==> src/rtl/bch_pkg.sv <==
// rtl/bch_pkg.sv - GF(16) arithmetic, code constants and FSM states for the BCH(15,7) decoder
package bch_pkg;

  localparam int N = 15;
  localparam int K = 7;
  // Low four bits of x^4+x+1; x^4 folds back to x+1.
  localparam logic [3:0] GF_POLY = 4'b0011;

  // alpha^-1 = alpha^14 and alpha^-2 = alpha^13, used to step the Chien accumulators.
  localparam logic [3:0] ALPHA_M1 = 4'b1001;
  localparam logic [3:0] ALPHA_M2 = 4'b1101;

  typedef enum logic [2:0] {IDLE, SYND, SOLVE, CHIEN, DONE} state_t;

  function automatic logic [3:0] gf_mul(input logic [3:0] a, input logic [3:0] b);
    logic [3:0] p;
    logic [3:0] aa;
    p  = 4'b0000;
    aa = a;
    for (int i = 0; i < 4; i++) begin
      if (b[i]) p = p ^ aa;
      aa = aa[3] ? ({aa[2:0], 1'b0} ^ GF_POLY) : {aa[2:0], 1'b0};
    end
    return p;
  endfunction

  function automatic logic [3:0] alpha_pow(input int e);
    logic [3:0] r;
    int m;
    r = 4'b0001;
    m = e % 15;
    if (m < 0) m = m + 15;
    for (int i = 0; i < 14; i++) begin
      if (i < m) r = gf_mul(r, 4'b0010);
    end
    return r;
  endfunction

  // a^-1 = a^14 = a^8 * a^4 * a^2; zero maps to zero.
  function automatic logic [3:0] gf_inv(input logic [3:0] a);
    logic [3:0] a2;
    logic [3:0] a4;
    logic [3:0] a8;
    a2 = gf_mul(a, a);
    a4 = gf_mul(a2, a2);
    a8 = gf_mul(a4, a4);
    return gf_mul(gf_mul(a8, a4), a2);
  endfunction

endpackage

==> src/rtl/bch_syndrome_block.sv <==
// rtl/bch_syndrome_block.sv - combinational S1/S2/S3 syndromes of a 15-bit received word
module bch_syndrome_block
  import bch_pkg::*;
(
  input  logic [N-1:0] rx_word,
  output logic [3:0]   s1,
  output logic [3:0]   s2,
  output logic [3:0]   s3
);

  // Evaluate r(x) at alpha, alpha^2 and alpha^3 by summing the powers of the set bits.
  always_comb begin
    s1 = 4'b0000;
    s2 = 4'b0000;
    s3 = 4'b0000;
    for (int i = 0; i < N; i++) begin
      if (rx_word[i]) begin
        s1 = s1 ^ alpha_pow(i);
        s2 = s2 ^ alpha_pow(2 * i);
        s3 = s3 ^ alpha_pow(3 * i);
      end
    end
  end

endmodule

==> src/rtl/bch_decode_ctrl.sv <==
// rtl/bch_decode_ctrl.sv - sequencing controller for the BCH(15,7) t=2 decoder
module bch_decode_ctrl
  import bch_pkg::*;
#(
  parameter bit FAST_CLEAN = 1'b0
)
(
  input  logic         clk,
  input  logic         rst,
  input  logic         in_valid,
  output logic         in_ready,
  input  logic [N-1:0] in_data,
  output logic         out_valid,
  input  logic         out_ready,
  output logic [N-1:0] out_data,
  output logic [1:0]   out_nerr,
  output logic         out_fail
);

  state_t state;
  state_t state_nxt;

  logic [N-1:0] word_q;
  logic [N-1:0] raw_q;
  logic [3:0]   s1;
  logic [3:0]   s2;
  logic [3:0]   s3;
  logic [3:0]   s1_q;
  logic [3:0]   s3_q;
  logic [3:0]   t1_q;
  logic [3:0]   t2_q;
  logic [3:0]   idx_q;
  logic [1:0]   deg_q;
  logic [1:0]   root_cnt_q;
  logic         fail_q;

  logic [3:0]   cube;
  logic [3:0]   sig1;
  logic [3:0]   sig2;
  logic [1:0]   deg;
  logic         fail_c;
  logic         clean;
  logic         root;
  logic         res_fail;

  bch_syndrome_block u_synd (
    .rx_word (word_q),
    .s1      (s1),
    .s2      (s2),
    .s3      (s3)
  );

  assign clean    = (s1_q == 4'b0000) && (s3_q == 4'b0000);
  assign root     = ((4'b0001 ^ t1_q ^ t2_q) == 4'b0000);
  assign res_fail = fail_q || (root_cnt_q != deg_q);

  // Peterson solve for t=2: classify the registered syndromes into locator degree and coefficients.
  always_comb begin
    cube   = gf_mul(gf_mul(s1_q, s1_q), s1_q);
    sig1   = 4'b0000;
    sig2   = 4'b0000;
    deg    = 2'd0;
    fail_c = 1'b0;
    if (s1_q == 4'b0000) begin
      fail_c = (s3_q != 4'b0000);
    end else if (s3_q == cube) begin
      deg  = 2'd1;
      sig1 = s1_q;
    end else begin
      deg  = 2'd2;
      sig1 = s1_q;
      sig2 = gf_mul(s3_q ^ cube, gf_inv(s1_q));
    end
  end

  // State register.
  always_ff @(posedge clk or posedge rst) begin
    if (rst) state <= IDLE;
    else     state <= state_nxt;
  end

  // Next-state logic; the Chien walk ends after index 14.
  always_comb begin
    state_nxt = state;
    case (state)
      IDLE:    if (in_valid) state_nxt = SYND;
      SYND:    state_nxt = SOLVE;
      SOLVE:   state_nxt = (FAST_CLEAN && clean) ? DONE : CHIEN;
      CHIEN:   if (idx_q == 4'd14) state_nxt = DONE;
      DONE:    if (out_ready) state_nxt = IDLE;
      default: state_nxt = IDLE;
    endcase
  end

  // Datapath: latch word, register syndromes, load locator, then flip bits at each Chien root.
  always_ff @(posedge clk or posedge rst) begin
    if (rst) begin
      word_q     <= '0;
      raw_q      <= '0;
      s1_q       <= 4'b0000;
      s3_q       <= 4'b0000;
      t1_q       <= 4'b0000;
      t2_q       <= 4'b0000;
      idx_q      <= 4'd0;
      deg_q      <= 2'd0;
      root_cnt_q <= 2'd0;
      fail_q     <= 1'b0;
    end else begin
      case (state)
        IDLE: begin
          if (in_valid && in_ready) begin
            word_q     <= in_data;
            raw_q      <= in_data;
            root_cnt_q <= 2'd0;
            deg_q      <= 2'd0;
            fail_q     <= 1'b0;
          end
        end
        SYND: begin
          s1_q <= s1;
          s3_q <= s3;
        end
        SOLVE: begin
          t1_q   <= sig1;
          t2_q   <= sig2;
          deg_q  <= deg;
          fail_q <= fail_c;
          idx_q  <= 4'd0;
        end
        CHIEN: begin
          if (root) begin
            word_q     <= word_q ^ (N'(1) << idx_q);
            root_cnt_q <= root_cnt_q + 2'd1;
          end
          t1_q <= gf_mul(t1_q, ALPHA_M1);
          t2_q <= gf_mul(t2_q, ALPHA_M2);
          if (idx_q != 4'd14) idx_q <= idx_q + 4'd1;
        end
        default: ;
      endcase
    end
  end

  // Outputs: handshake flags from state, result only while DONE, original word on failure.
  always_comb begin
    in_ready  = (state == IDLE);
    out_valid = (state == DONE);
    out_data  = '0;
    out_nerr  = 2'd0;
    out_fail  = 1'b0;
    if (state == DONE) begin
      out_fail = res_fail;
      out_data = res_fail ? raw_q : word_q;
      out_nerr = res_fail ? 2'd0 : root_cnt_q;
    end
  end

  // For a binary code S2 is always S1 squared; anything else means the syndrome block is broken.
  always @(posedge clk) begin
    if (!rst) assert (s2 == gf_mul(s1, s1));
  end

endmodule

==> config.mk <==
export PLATFORM = sky130hd
export DESIGN_NAME = bch_decode_ctrl
export DESIGN_NICKNAME = d
export VERILOG_FILES = /design/src/rtl/bch_pkg.sv /design/src/rtl/bch_syndrome_block.sv /design/src/rtl/bch_decode_ctrl.sv
export SDC_FILE = /design/constraint.sdc
export NUM_CORES = 1
export LEC_CHECK = 0
export CAP_MARGIN = 20
export CORE_MARGIN = 10
export CORE_UTILIZATION = 50
export DETAILED_ROUTE_END_ITERATION = 12
export PLACE_DENSITY = 0.7
export SLEW_MARGIN = 0
export SYNTH_ARGS = -nofsm -noshare
export SYNTH_HDL_FRONTEND = slang
export SYNTH_SLANG_ARGS = --single-unit
==> constraint.sdc <==
create_clock -name clk -period 4.7 [get_ports clk]
set_input_delay 0.94 -clock clk [delete_from_list [all_inputs] [get_ports clk]]
set_output_delay 0.94 -clock clk [all_outputs]
set_load 0.005 [all_outputs]
# After elaboration in Yosys (flattened, before gate mapping)
# Index checks and enable logic that the tools add are counted.
# classes
addsub	2
n_reduce_logical	14
n_bitwise	201
n_mux	408
shift	1
n_eq_ne	14
# ops
cell	count
2-to-1 mux 4 bit	239
2-to-1 mux 2 bit	148
inverter 2 bit	142
bitwise XOR 4 bit	54
2-to-1 mux 15 bit	4
case mux 15 bit (2 select lines)	1
case mux 4 bit (2 select lines)	3
case mux 3 bit (5 select lines)	1
<< shifter 1 x 4 -> 15 bit, first input constant	1
bitwise XOR 15 bit	1
2-to-1 mux 3 bit	3
logical NOT 4 bit	2
inequality test 2 bit, second input constant	4
case mux 2 bit (2 select lines)	2
equality test 3 x 2 -> 1 bit, second input constant	2
2-to-1 mux 1 bit	6
AND reduction 2 bit	3
AND reduction 3 bit	2
nonzero test 2 bit	3
adder 4 x 1 -> 4 bit, second input constant	1
equality test 4 bit	1
equality test 4 bit, second input constant	1
inequality test 2 x 1 -> 1 bit, second input constant	2
inequality test 4 bit, second input constant	1
other kinds (11)	13
# totals
reg_bits	58
input_bits	19
wordCells	651

# Depth between registers and ports, before layout
# logic_depth
ltp_word	107
mapped_depth	20
mapped_depth_nobuf	18

# Hierarchy
# Synthesis repeated with hierarchy kept, for this count alone.
# unflattened
cells_unflattened	626
hier_area_um2	5076.1
# modules_own_cells
mod	area_per_inst_um2	seq_area_each_um2	instances	cells_each
bch_decode_ctrl	4697.0	1451.4	1	590
bch_syndrome_block	379.1	0.0	1	36

# Worst setup path after synthesis
# Ideal clock, no wire load.
# synth_path
kind	flip-flop to flip-flop
startpoint	register s1_q[0]
endpoint	register t2_q[1]
period_less_slack_ps	3984
required_time_ps	4573
setup_slack_ps	716
t_arrival_ps	3857
path_stages_with_launch	20
n_path_buf	4
setup_ps	127
path_cell_list	dfrtp_1 > ha_1 > buf_2 > nand2_1 > xnor2_2 > inv_2 > buf_2 > ha_1 > clkbuf_1 > clkbuf_1 > nand2_1 > o311a_1 > xor2_1 > inv_1 > ha_1 > inv_1 > nor2_1 > xor2_1 > xnor2_1 > o22ai_1
# synth_via
elab_chain_len	91
# synth_rtl
item	line	rtl
from (decl)	bch_decode_ctrl.sv:28	logic [3:0] s1_q;
from (signal assigned)	bch_decode_ctrl.sv:100	s1_q <= 4'b0000;
from (signal assigned)	bch_decode_ctrl.sv:120	s1_q <= s1;
2-to-1 mux 4 bit	bch_pkg.sv:21	if (b[i]) p = p ^ aa;
2-to-1 mux 4 bit	bch_decode_ctrl.sv:66	end else if (s3_q == cube) begin
2-to-1 mux 4 bit	bch_decode_ctrl.sv:64	if (s1_q == 4'b0000) begin
bitwise XOR 4 bit	bch_pkg.sv:21	
2-to-1 mux 4 bit	bch_pkg.sv:21	
2-to-1 mux 4 bit	bch_decode_ctrl.sv:66	
2-to-1 mux 4 bit	bch_decode_ctrl.sv:64	
bitwise XOR 4 bit	bch_pkg.sv:21	
[... 75 more ...]	--	
2-to-1 mux 4 bit	bch_pkg.sv:21	
2-to-1 mux 4 bit	bch_decode_ctrl.sv:66	
2-to-1 mux 4 bit	bch_decode_ctrl.sv:64	
bitwise XOR 4 bit	bch_pkg.sv:21	
2-to-1 mux 4 bit	bch_pkg.sv:21	
2-to-1 mux 4 bit	bch_decode_ctrl.sv:66	
2-to-1 mux 4 bit *	bch_decode_ctrl.sv:64	
case mux 4 bit (2 select lines) *	bch_decode_ctrl.sv:109	case (state)
to (signal assigned)	bch_decode_ctrl.sv:125	t2_q <= sig2;
to (signal assigned)	bch_decode_ctrl.sv:136	t2_q <= gf_mul(t2_q, ALPHA_M2);
to (decl)	bch_decode_ctrl.sv:31	logic [3:0] t2_q;
# Mark *: on every way between the ends. The rest lies on a longest branch, timed or not. The select of a mux whose other input is x is not followed.
# A chain may end at the register's enable or synchronous reset.

# Final worst setup path
# Ends and elaborated chain as after synthesis.

==> metrics <==
Fmax achieved 240.7 MHz; CTS Hold Bufs 0; CTS Buf Count 9; Remaining DRCs 0; Avg Cell Area, Syn 8.281 sq um; Core Region 0.009196 sq mm; Yosys reg bits 58; largest area contributor in the netlist dfrtp_1; status complete, no violations; Via Count 4210; EDFF count, synth 0; top_reg_cell synth dfrtp_1; I/O Buffers 38; I/O pin cnt 39; clock-pin slew on the worst setup and hold paths 0.07 ns; drt wl/cell 16.77 microns; First-pass DRT Iterations 5; worst reg2reg path depth 17; Sink Count between 50 and 60; first-pass GRT wire length 20.20 mm; Synth Area in XOR/XNOR 13.93%; Placed Cells 692; Worst-Margin Slew 0.8846 ns; met3 usage 3.925%; largest family of logic cells by synthesized area compound AO/OA/AOI/OAI gates; FFs w/ async S/R, synth 100.0%; largest net degree at the start of global routing 43; clock root cell clkbuf_8; GRT Residual Overflow 0; Gate Count Post-Synth roughly 570; Hold WC Path Type flip-flop to flip-flop; slew margin rel. 40.94%; Compound-Gate Fraction of Synth Area about 23%; post-synthesis sequential area ratio 30.97%; WHS Path Cells 1; CTS H-tree depth 3; area grow syn2layout 14.23%; Max-cap violations 0; reg2reg start s1_q[0]; diode count 0; post-synth net total 597; RR Endpoint t2_q[1]; count of final setup violators 0; die area 0.01365 sq mm; Simple-Gate Fraction of Synth Area 16.42%; row cnt 35; nets about 620; CP Class flip-flop to flip-flop; chip width 116.8 microns; detailed-placement wirelength estimate 8.672 mm; Die H 116.8 microns; most frequent cells in the layout dfrtp_1 (58), nor2_1 (54), xnor2_1 (50); vias in the first global route between 4000 and 5000; synthesis warning total 0; CP max FO 11; clk buf depth 2; beginning of the worst hold path raw_q[9]; Vias/cell 5.955; fin crit period 4.154 ns; crit end category flip-flop; postcts setup bufs 0; setup_tns 0 ns; ranking of synthesized cells by area dfrtp_1 (31%), xnor2_1 (9.3%), o21ai_0 (5.3%); Final Max Tran Viols 0; First DRT Iteration DRCs between 300 and 400; Final GP Congestion 0.8606; WP data required 4.92 ns; layer carrying the most global-route usage met2; Initial Util 50.97%; post-synth cell types 65; Final Non-Filler Cells around 710; commonest non-fill, non-tap cell in the layout dfrtp_1; GR Util met2 between 20% and 30%; final wirelength 11.85 mm; share of the synthesized area in the top cell type a little under a third; mux contribution to synthesized area 8.329%; WP data arrival 4.38 ns; Antenna Nets Post-Route 0; GR Util All Layers 18.04%; Hold Path End raw_q[9]; TritonCTS clock tree done; RSZ-0062 raised after global routing false; Hold Violations, Final 0; Post-Route Skew ~0.015 ns; met1 Usage GRT 23.05%; reg2reg setup slack 0.55 ns; layout cells sized above 1 10.07%; critical path launch point type flip-flop; initial antenna violation count 0; crit share post-route 88.38%; Synth Area in Adders 3.203%; Post-Syn Area ~0.0047 sq mm; worst skew pair latency about 0.35 ns; post-CTS sizing 0
==> metrics by stage <==
step / setup WS, ns / hold WS (ns) / cell area, sq um / utilization, %
after floorplan: 0.7161 / 0.4800 / 4687 / -
after global placement: 0.8315 / 0.4879 / 5150 / 56.00
after detailed placement: 0.6291 / 0.4955 / 5150 / 56.00
after CTS: 0.5870 / 0.5109 / 5354 / 58.22
after global routing: 0.2250 / 0.5195 / 5354 / 58.22
final: 0.5460 / 0.5087 / 5354 / 58.22
==> cells by family after synthesis <==
kind of cell / count (synthesis)
DFF: 58
AOI/OAI and AO/OA: 171
buffers and inverters: 51
xor gates and xnor gates: 72
adders and majority gates: 12
muxes: 37
and+or+nand+nor: 165
==> synthesized netlist by cell type, types with 5 or more instances <==
master	instances
nor3_1	21
nand2b_1	5
xor2_1	19
buf_2	7
ha_1	12
a21oi_1	49
nor4_1	6
a211oi_1	7
dfrtp_1	58
o21ai_0	50
nand3_1	11
clkbuf_1	22
a22oi_1	5
xnor2_1	50
and3_1	5
o22ai_1	9
mux2_2	16
o21ai_1	9
mux2i_1	21
nand2_1	42
inv_1	14
nor2_1	54
==> cell type report <==
| class | count | area (sq um) |
|---|---|---|
| Inverter | 17 | 63.81 |
| Tap cell | 111 | 138.9 |
| Fill cell | 852 | 3842 |
| Timing Repair Buffer | 49 | 462.9 |
| Clock buffer | 13 | 168.9 |
| Clock inverter | 2 | 35.03 |
| Multi-Input combinational cell | 457 | 3033 |
| Sequential cell | 58 | 1451 |
==> critical path, cell delays in order (launching register included) <==
cell and delay (ns):
dfrtp_1 0.39, ha_1 0.44, xnor2_1 0.39, nand3_1 0.22, nand2_2 0.21, inv_2 0.12, ha_1 0.42, o211a_1 0.24
o21ai_0 0.18, o311a_1 0.20, xor2_1 0.16, inv_1 0.13, ha_1 0.33, inv_1 0.04, nor2_1 0.13, xor2_1 0.19
xnor2_1 0.14, o22ai_1 0.10
==> routing by layer <==
layer  part of all wire (%)  wire (microns)  vias to the layer above
met1                     44            5206                     1979
met5                      0               0                        -
li1                       -               -                     2072
met4                    1.7             200                        0
met2                     49            5784                      138
met3                    5.6             662                       21
==> flip-flops by register name, indices dropped and copies added (netlist names) <==
name / flops
raw_q: 15
deg_q: 2
t2_q: 4
s3_q: 4
fail_q: 1
state: 3
word_q: 15
t1_q: 4
idx_q: 4
root_cnt_q: 2
s1_q: 4
==> worst max-delay path by stage <==
stage	to	start	slack [ns]
floorplan	t2_q[1]	s1_q[0]	0.72
global placement	t2_q[3]	s1_q[0]	0.83
detailed placement	t2_q[1]	s1_q[0]	0.63
CTS	t2_q[1]	s1_q[0]	0.59
global route	t2_q[2]	s1_q[0]	0.22
finish	t2_q[1]	s1_q[0]	0.55
Power is left out: the tool's default activity adds up to more than one toggle a clock period on the data nets, which glitch-free logic cannot reach.
